File: config.mk
export PLATFORM = sky130hd
export DESIGN_NAME = frequency_divider
export DESIGN_NICKNAME = d
export VERILOG_FILES = /design/src/rtl/frequency_divider.sv
export SDC_FILE = /design/constraint.sdc
export NUM_CORES = 1
export LEC_CHECK = 0
export ABC_AREA = 0
export BUFFER_PORTS_ARGS = -buffer_cell sky130_fd_sc_hd__buf_2
export CAP_MARGIN = 20
export CORE_AREA = 2 2 39 41
export CTS_CLUSTER_DIAMETER = 80
export DETAILED_ROUTE_END_ITERATION = 7
export DIE_AREA = 0 0 41 43
export PLACE_DENSITY_LB_ADDON = 0.3
export SKIP_LAST_GASP = 1
export SYNTH_ARGS = -nofsm -noshare
export SYNTH_HDL_FRONTEND = slang
export SYNTH_SLANG_ARGS = --single-unit
File: constraint.sdc
create_clock -name inputCLK -period 0.88 [get_ports inputCLK]
set_input_delay 0.176 -clock inputCLK [delete_from_list [all_inputs] [get_ports inputCLK]]
set_output_delay 0.176 -clock inputCLK [all_outputs]
set_load 0.1 [all_outputs]
File: src/rtl/frequency_divider.sv
`default_nettype none
// ============================================================================
// Module   : frequency_divider
// Brief    : Divided clock plus single-cycle tick/rise/fall strobes in the
//            inputCLK domain. Counts enabled cycles and toggles every divider.
// Revision : 1.0 - initial release
// ============================================================================
module frequency_divider #(
  parameter int divider    = 2,
  parameter int bitsNumber = 2
) (
  input  logic                  inputCLK,
  input  logic                  reset,
  input  logic                  enable,
  output logic                  outputCLK,
  output logic                  tick,
  output logic                  rise,
  output logic                  fall,
  output logic [bitsNumber-1:0] count
);

  // Illegal parameter sets stop elaboration.
  if (divider < 1 || (2 ** bitsNumber) < divider) begin : g_bad_params
    $error("frequency_divider: illegal divider=%0d / bitsNumber=%0d", divider, bitsNumber);
  end

  localparam logic [bitsNumber-1:0] LAST_COUNT = bitsNumber'(divider - 1);

  logic [bitsNumber-1:0] count_q, count_d;
  logic                  out_q, out_d;
  logic                  tick_q, tick_d;
  logic                  rise_q, rise_d;
  logic                  fall_q, fall_d;

  // Wrap compares against divider-1, so count+1 is never taken at the top
  // value and the counter cannot overflow even when divider == 2**bitsNumber.
  always_comb begin
    count_d = count_q;
    out_d   = out_q;
    tick_d  = 1'b0;
    rise_d  = 1'b0;
    fall_d  = 1'b0;
    if (enable) begin
      if (count_q == LAST_COUNT) begin
        count_d = '0;
        out_d   = ~out_q;
        tick_d  = 1'b1;
        rise_d  = ~out_q;
        fall_d  = out_q;
      end else begin
        count_d = count_q + bitsNumber'(1);
      end
    end
  end

  always_ff @(posedge inputCLK) begin
    if (!reset) begin
      count_q <= '0;
      out_q   <= 1'b0;
      tick_q  <= 1'b0;
      rise_q  <= 1'b0;
      fall_q  <= 1'b0;
    end else begin
      count_q <= count_d;
      out_q   <= out_d;
      tick_q  <= tick_d;
      rise_q  <= rise_d;
      fall_q  <= fall_d;
    end
  end

  assign count     = count_q;
  assign outputCLK = out_q;
  assign tick      = tick_q;
  assign rise      = rise_q;
  assign fall      = fall_q;

endmodule
`default_nettype wire

==> flow_metrics.py <==
metrics = {
    "status": {
        "status": "finished, violations left",
        "violations": "setup timing",
    },
    "detailed_routing": {
        "wl_met2_um": 166,
        "top_layer": "met3",
        "vias": 171,
        "final_antenna_net_count": 0,
        "viasPerCell": 3.56,
        "wl_met1_um": 163,
        "wl_met3_um": 57,
        "drt_iter0_drc": 0,
        "routedWlPerCell_um": 8.06,
        "routed_wl_um": 387,
        "first_pass_iters": 1,
        "route.detailed.drc": 0,
    },
    "clock_network": {
        "cts_tree": "done",
        "cts.clk_slew.worst_paths_ns": 0.05,
        "cts_buffer_depth": 2,
        "cts_buffers": 3,
        "cts_root_buf": "clkbuf_4",
        "clock-sinks": 6,
        "worstSkewPairLatency_ns": 0.24,
        "cts_htree_levels": 1,
        "hold_buffers": 0,
    },
    "grt": {
        "antenna_found_initial": 0,
        "grt_max_degree": 6,
        "grt_use_total_pct": 6.15,
        "grt_pass1_wl_um": 676,
        "grt_pass1_vias": 175,
        "overflow": 0,
    },
    "final_layout": {
        "nNetsFinal": 36,
        "final_cells": 48,
        "stdcell_area_um2": 403,
        "insertedDiodeCount": 0,
        "drive_gt1_share_pct": 62.5,
        "area.growth.synth_to_final_pct": 118,
        "fin_util_pct": 29.1,
    },
    "floorplanning": {
        "start_util_pct": 13.4,
        "core-area_mm2": 0.00138,
        "row_count": 14,
        "die_y_um": 43,
        "ios": 9,
        "die_area_mm2": 0.00176,
        "dieWidth_um": 41,
    },
    "timing": {
        "slew_violations": 0,
        "fin_crit_ns": 0.960,
        "hold_viol": 0,
        "rsz0062_at_grt": "yes",
        "tightest_slew_ns": 0.144,
        "fin_ws_ns": -0.0797,
        "setup_viol": 7,
        "finalClockSkew_ns": 0.00702,
        "fin_crit_sh_pct": 109,
        "timing.slew.headroom_pct": 90.4,
        "max_freq_ghz": 1.04,
    },
    "critical_path": {
        "required_ns": 0.70,
        "critPathMaxFanout": 4,
        "r2r-end": "outputCLK",
        "crit_family": "flip-flops",
        "crit_chain": "buf_12",
        "cp-end-kind": "output port",
        "reg2reg_depth": 3,
        "cpPeakStageDelay_ns": 0.37,
        "crit_type": "register to output port",
        "cp_slowest_cell": "dfxtp_4",
        "worst_ep_arrival_time_ns": 0.78,
        "r2r_slack_ns": -0.06,
        "cp-start-kind": "register",
        "path_buf_inv": 1,
        "reg2reg_from": "count[1]",
    },
    "logic_synthesis": {
        "synthCells": 17,
        "yosysSeqAreaShare_pct": 64.9,
        "synth_top_area_share_pct": 64.9,
        "synth_top_cells_by_count": "dfxtp_1 (6), nand2_1 (2)",
        "async_flop_share_pct": 0,
        "syn_nets": 20,
        "synth_top_cell_by_area": "dfxtp_1",
        "synth_edf_count": 0,
        "synthFlopType": "dfxtp_1",
        "ys_types": 11,
        "synth_area_leaders": "dfxtp_1 (65%), and3b_1 (4.7%), nand4b_1 (4.7%)",
        "yosys.cell_count.top_type": "dfxtp_1",
        "yosysWarningCount": 0,
        "synth-seq-cells": 6,
        "avgSynthCellArea_um2": 10.9,
        "netlist_area_um2": 185,
    },
    "min_path": {
        "holdPathEnd": "count[1]",
        "holdCritStartpoint": "enable",
        "hold_depth": 2,
        "min_path_type": "input pin to register",
    },
    "power": {
        "vdd_ir_drop_max_mv": 0.960,
        "p_leak_uw": 0.000182,
        "power_uw": 752,
        "power.density_mw_per_mm2": 1870,
    },
    "place": {
        "port_buffers": 8,
        "gp_congestion": 0.543,
        "post-place-ws_ns": 0.0540,
        "place_area_um2": 350,
        "place_inst": 41,
    },
    "run": {
        "max_cap_violations": 0,
    },
}
-- placed cells by master (no fill, tap or decap), drive strengths merged --
master and count:
a21oi 1, and2 1, and3 1, and3b 1, buf 11, clkbuf 4
dfxtp 6, inv 1, nand2 2, nand4b 1, nor2 1, o22ai 1
xor2 1
-- metrics by stage --
stage | setup TNS, ns | hold slack, ns
finish | -0.376 | 0.146
global placement | 0 | 0.387
CTS | -0.459 | 0.140
global route | -0.711 | 0.162
detailed placement | 0 | 0.405
floorplan | -0.200 | 0.253
-- routing by layer --
layer,global-route usage [%],up-vias
met5,0,-
met4,2.00,0
met3,6.81,0
met2,7.19,11
met1,7.17,71
li1,-,89
-- how the worst max path moves through the flow --
stage / from / end / slack (ns) / cells after the start
after floorplan: count[1] / fall / -0.14 / 2
final: count[0] / count[0] / -0.08 / 1
after global routing: count[0] / count[0] / -0.11 / 1
after detailed placement: count[0] / fall / 0.05 / 2
after CTS: count[0] / count[0] / -0.1 / 1
after global placement: count[1] / fall / 0.07 / 2
-- state kept, by name, indices dropped and copies added, names as in the netlist --
| name | cells |
|---|---|
| count | 2 |
| fall | 1 |
| outputCLK | 1 |
| rise | 1 |
| tick | 1 |
-- layout make-up --
class	count	area [um^2]
fill	147	981
multi-input combinational	10	61.3
timing repair buffer	11	156
tap	16	20.0
clock buffer	4	26.3
inverter	1	3.75
sequential	6	135
-- worst register-to-register path: cells and delay by family (launching register included) --
| family | cells | cell delay, ns |
|---|---|---|
| AO/OA/AOI/OAI | 1 | 0.19 |
| buffers and inverters | 1 | 0.11 |
| AND/OR/NAND/NOR | 1 | 0.21 |
| flip-flops | 1 | 0.35 |
-- power by group --
| part | internal (uW) | total (uW) | switching (uW) |
|---|---|---|---|
| Sequential | 283 | 297 | 13.5 |
| Combinational | 69.2 | 182 | 113 |
| Clock | 172 | 273 | 102 |
-- cell families (layout without fill, tap and decap cells) --
family | after synthesis | count (layout) | share of synthesized area [%]
AND/OR/NAND/NOR | 7 | 7 | 22.3
AO/OA/AOI/OAI | 2 | 2 | 6.08
flip-flops | 6 | 6 | 64.9
XOR/XNOR | 1 | 1 | 4.73
buffers and inverters | 1 | 16 | 2.03
-- repair_timing --
| item | in CTS | in global routing |
|---|---|---|
| pin swaps | 0 | 1 |
| buffers inserted | 3 | 0 |
| setup endpoints to repair | 6 | 10 |
| gates resized for setup | 0 | 1 |
Power figures use the tool's default switching activity.
